<file path="src/rtl/count_expand.sv">
// count_expand: bit-serial count expander.
// Takes a ones-count over a valid/ready handshake and emits a FRAME_BITS-bit
// thermometer frame, LSB first, with ones first. Counts above FRAME_BITS are
// clamped, and ovf flags the clamp for one cycle.
module count_expand #(
   parameter int FRAME_BITS = 4,
   parameter int CW         = 3
) (
   input  logic          clk,
   input  logic          rst_n,
   input  logic          in_valid,
   output logic          in_ready,
   input  logic [CW-1:0] in_count,
   output logic          out_valid,
   input  logic          out_ready,
   output logic          out_bit,
   output logic          out_first,
   output logic          out_last,
   output logic          ovf
);

   localparam logic [CW-1:0] FB   = CW'(FRAME_BITS);
   localparam logic [CW-1:0] LAST = CW'(FRAME_BITS - 1);

   typedef enum logic {IDLE, SHIFT} state_t;

   state_t        state;
   logic [CW-1:0] n;
   logic [CW-1:0] idx;
   logic [CW-1:0] idx_inc;
   logic [CW-1:0] n_load;
   logic          too_big;
   logic          accept;
   logic          xfer;

   // A new count can be taken when idle, or on the edge that retires the
   // last bit of the current frame, so back-to-back frames have no gap.
   // Holding in_ready low during reset keeps a stale in_valid from landing.
   assign in_ready = rst_n && (state == IDLE || (out_last && out_ready));
   assign accept   = in_valid && in_ready;
   assign xfer     = out_valid && out_ready;
   assign too_big  = in_count > FB;
   assign n_load   = too_big ? FB : in_count;
   assign idx_inc  = idx + CW'(1);

   // Frame sequencer. Outputs are computed from the next idx/n values so that
   // every frame-facing output comes straight from a flop.
   always_ff @(posedge clk or negedge rst_n) begin
      if (!rst_n) begin
         state     <= IDLE;
         n         <= '0;
         idx       <= '0;
         out_valid <= 1'b0;
         out_bit   <= 1'b0;
         out_first <= 1'b0;
         out_last  <= 1'b0;
         ovf       <= 1'b0;
      end else begin
         ovf <= 1'b0;
         if (accept) begin
            // Covers both a fresh start from IDLE and a reload on the last bit.
            state     <= SHIFT;
            n         <= n_load;
            idx       <= '0;
            out_valid <= 1'b1;
            out_bit   <= (n_load != '0);
            out_first <= 1'b1;
            out_last  <= (FRAME_BITS == 1);
            ovf       <= too_big;
         end else if (xfer) begin
            if (idx != LAST) begin
               idx       <= idx_inc;
               out_bit   <= (idx_inc < n);
               out_first <= 1'b0;
               out_last  <= (idx_inc == LAST);
            end else begin
               state     <= IDLE;
               idx       <= '0;
               out_valid <= 1'b0;
               out_bit   <= 1'b0;
               out_first <= 1'b0;
               out_last  <= 1'b0;
            end
         end
      end
   end

endmodule

</file>
<file path="config.mk">
export PLATFORM = sky130hd
export DESIGN_NAME = count_expand
export DESIGN_NICKNAME = d
export VERILOG_FILES = /design/src/rtl/count_expand.sv
export SDC_FILE = /design/constraint.sdc
export NUM_CORES = 1
export LEC_CHECK = 0
export BUFFER_PORTS_ARGS = -buffer_cell sky130_fd_sc_hd__buf_2
export CORE_UTILIZATION = 45
export DETAILED_ROUTE_END_ITERATION = 10
export PLACE_DENSITY = 0.68
export SYNTH_ARGS = -nofsm -noshare
export SYNTH_HDL_FRONTEND = slang
export SYNTH_SLANG_ARGS = --single-unit
</file>
<file path="constraint.sdc">
create_clock -name clk -period 4.64 [get_ports clk]
set_input_delay 0.696 -clock clk [delete_from_list [all_inputs] [get_ports clk]]
set_output_delay 0.696 -clock clk [all_outputs]
set_load 0.005 [all_outputs]
</file>
### Word-level counts from Yosys, hierarchy flattened

Cells that the tools add are included.

| cells by class | value |
|---|---|
| multiplexer cells | 16 |
| bitwise logic cells | 1 |
| add/sub/neg operators | 1 |
| equality and inequality tests | 3 |
| reductions and logical operators | 8 |
| magnitude comparators | 2 |

Operators by type and width:

| operator | count |
|---|---|
| $mux W1 | 12 |
| $mux W3 | 4 |
| $logic_and A1 B1 Y1 | 4 |
| $add A3 B1 Y3 const B | 1 |
| $eq A3 B2 Y1 const B | 1 |
| $gt A3 B3 Y1 const B | 1 |
| $lt A3 B3 Y1 | 1 |
| $ne A3 B2 Y1 const B | 1 |
| $reduce_bool A3 Y1 | 1 |
| $ne A2 B2 Y1 const B | 1 |
| $reduce_and A2 Y1 | 1 |
| $reduce_bool A2 Y1 | 1 |
| $logic_or A1 B1 Y1 | 1 |
| $not A1 Y1 | 1 |

| storage, ports and cells | value |
|---|---|
| output and inout port bits | 6 |
| word-level logic and storage cells | 38 |
| bits in registers | 11 |
| bits of input ports | 7 |

### Depth between registers and ports, before layout

| logic depth | value |
|---|---|
| depth after elaboration | 6 |
| depth in mapped cells | 7 |
| depth with buffers taken out | 7 |

### Worst setup path after synthesis

OpenSTA, ideal clock, no wires.

| timing path | value |
|---|---|
| kind | register -> register |
| start point | register idx[0] |
| end point | register out_bit |
| period minus slack after synthesis | 1.903 ns |
| data required time | 4.560 ns |
| stages on the path, launching flop included | 8 |
| path buffers | 0 |
| arrival | 1.824 ns |
| path slack | 2.737 ns |
| setup time | 0.080 ns |
| path through | dfrtp_1 -> ha_1 -> ha_1 -> inv_1 -> ha_1 -> o21a_1 -> a2111oi_0 -> a2bb2oi_1 |

| on the way | value |
|---|---|
| word-level cells in the longest chain between the ends | 5 |
| elaborated cells on any way between the ends | 6 |
| classes of those cells | 1 x add/sub; 1 x order compare; 1 x eq/ne; 3 x mux |

Ends and longest elaborated chain:

| element | RTL line | text |
|---|---|---|
| start, declared | 29 | `logic [CW-1:0] idx;` |
| start signal, assigned | 72 | `idx <= idx_inc;` |
| $add A3 B1 Y3 | 44 | `assign idx_inc = idx + CW'(1);` |
| $lt A3 B3 Y1 | 73 | `out_bit <= (idx_inc < n);` |
| $mux W1 * | 71 | `if (idx != LAST) begin` |
| $mux W1 * | 70 | `end else if (xfer) begin` |
| $mux W1 * | 60 | `if (accept) begin` |
| end signal, assigned | 66 | `out_bit <= (n_load != '0);` |
| end signal, assigned | 73 |  |
| end, declared | 16 | `output logic out_bit,` |

Every way passes the cells marked *; elsewhere a longest branch is shown, timed or not. The select of a mux whose other input is x is not followed.
A chain may end at the register's enable or synchronous reset.

### Worst setup path in the final report

Same ends and word-level chain as after synthesis.

==> run summary <==
status - complete, no violations
number of routed nets with antenna violations - 0
die height - 38.9 um
Pleak - 0.373 nW
layout cells sized above 1 - 0.240
Critical Path End Type - register
Clock Path Buffers - 2
critical path, cell by cell - ha_1 > ha_1 > inv_1 > ha_1 > o21a_1 > a2111oi_0 > a2bb2oi_1
Max Transition Viols Final - 0
CP Buf/Inv Count - 1
synthesis-to-finish area growth - 17.0%
# resized after CTS - 0
wire length on met1 - 524 um
syn_area_per_cell - 10.4 um^2
fill cell count - 102
sequential fraction of the synthesis area - 0.450
Chip Width - 38.9 um
Mapped Area - 612 um^2
Core Footprint - 1190 um^2
RSZ-0062 raised after global routing - no
Final Util - 0.603
f_max - 483 MHz
post-synthesis register bit count - 11
crit path kind - register to register
clock buffer count from CTS - 3
Tmin final - 2070 ps
Setup WS post-layout - 2570 ps
boundary pin count - 13
Slew HR - 0.747
most common cell after layout, fill and taps aside - buf_2
initial antenna violation count - 0
1st-pass router iterations - 3
routed wire length - 1150 um
Layout Nets - 89
sw power - 0.151 mW
htree depth - 1
Top Family by Delay on Critical Path - adder cells
GRT overflow - 0
Ys Warns - 0
clock latency on the worst-skew pair - 270 ps
syn nets - 72
Max VDD drop - 0.000299 V
post-synthesis cell type count - 25
Worst Path Arrival - 2270 ps
WL met2 - 551 um
cell mode on critical path - ha_1
Worst Skew - 0.836 ps
CP startpoint kind - register
maximum fanout along the worst path - 5
max-cap viol count - 0
HP Class - input port to async pin
drt wl/cell - 12.9 um
Highest Signal Layer - met4
PortBufs - 12
DRC violation total after the first TritonRoute iteration - 7
vias - 469
clk sinks - 11
DP Wirelength - 854 um
hold buffer count at CTS - 0
pre-CTS WS - 2590 ps
most frequent cells in the layout - 12 x buf_2, 11 x dfrtp_1, 8 x inv_1, 6 x ha_1, 5 x nand2_1
setup TNS - 0 ps
pwr dens - 575 nW/um^2
Synth Instances - 59
Fin Hold WS - 297 ps
vias per cell - 5.27
combinational power share - 0.442
worst path required time - 4840 ps
Final setup viols - 0
Clk pwr share - 0.157
first-pass GRT wire length - 2040 um
root buffer cell - clkbuf_4
number of remaining DRC errors - 0
Switching Fraction - 0.368
critical path's slowest cell - dfrtp_1
CTS tree - done
Met3 Wirelength - 53 um
Slew @ Worst Pin - 370 ps
number of global-route vias before repair - 470
Final GP Congestion - 0.736
final cycle utilization of the critical path - 0.446
overall routing resource usage - 0.216
die area - 1510 um^2
CTS clk-pin slew, worst paths - 60 ps
Int Power - 0.260 mW
largest net degree at the start of global routing - 14
Tot Pwr - 0.412 mW
final hold violations - 0
Initial Util - 0.516
slowest stage delay, CP - 440 ps
Setup Buffers After CTS - 0
sequential power share - 0.402
Rows - 12
antenna cells - 0
[metal layers]
metal / vias to the layer above / GRT usage
met3: 4 / 0.104
met1: 215 / 0.246
met4: 0 / 0.103
li1: 240 / -
met5: - / 0
met2: 10 / 0.333
[cell usage after synthesis (all sizes together)]
library cell | instances | share of area
ha | 6 | 0.12
dfrtp | 11 | 0.45
o21a | 1 | 0.012
nand2b | 1 | 0.010
a2111oi | 1 | 0.014
nand3 | 1 | 0.0082
inv | 8 | 0.049
mux2 | 1 | 0.018
nor2 | 4 | 0.037
nor2b | 1 | 0.010
o2bb2ai | 1 | 0.014
o41ai | 1 | 0.014
nand2 | 6 | 0.041
a21boi | 1 | 0.031
nor4bb | 1 | 0.016
a21o | 2 | 0.025
o21ai | 2 | 0.016
a2bb2oi | 1 | 0.014
or3 | 1 | 0.010
nor3 | 2 | 0.016
nand3b | 1 | 0.012
mux2i | 2 | 0.033
a21oi | 3 | 0.025
[through the flow]
stage,instance area (um^2),cells
2_1_floorplan,612,59
3_3_place_gp,689,85
3_5_place_dp,689,85
4_1_cts,716,89
5_1_grt,716,89
6_report,716,89
[logic make-up after synthesis]
family	count (synthesis)	synth area share
compound gates	13	0.166
fa+ha+maj	6	0.123
buf+inv	8	0.0491
flops	11	0.450
mux	3	0.0511
simple gates	18	0.162
[state kept, by name (all words and copies together), names as in the netlist]
name	flops
idx	3
out_first	1
ovf	1
out_last	1
n	3
out_bit	1
state	1
[final cells by class]
class                           instances  area (um^2)  share of cell area
Multi-Input combinational cell         40          307               0.428
Sequential cell                        11          275               0.385
Timing Repair Buffer                   12         60.1              0.0839
Inverter                                8         30.0              0.0420
Clock buffer                            4         26.3              0.0367
Tap cell                               14         17.5              0.0245
[power by group through the flow]
stage               Combinational (mW)  Clock [mW]  Sequential (mW)
floorplan                        0.130           0            0.162
global placement                 0.178           0            0.165
detailed placement               0.183           0            0.167
CTS                              0.185      0.0675            0.165
global route                     0.212      0.0732            0.169
finish                           0.182      0.0645            0.165
[worst paths after layout]
check	slack, ps	cells after the start	to	from
worst max-delay path	2570	7	out_bit	idx[0]
worst min-delay path	300	1	ovf	rst_n
worst max register to register	2570	7	out_bit	idx[0]
worst min register to register	480	1	out_first	out_first
max in group asynchronous	4120	1	n[2]	rst_n
min in group clk	480	1	out_first	out_first
(Power assumes the default switching activity.)
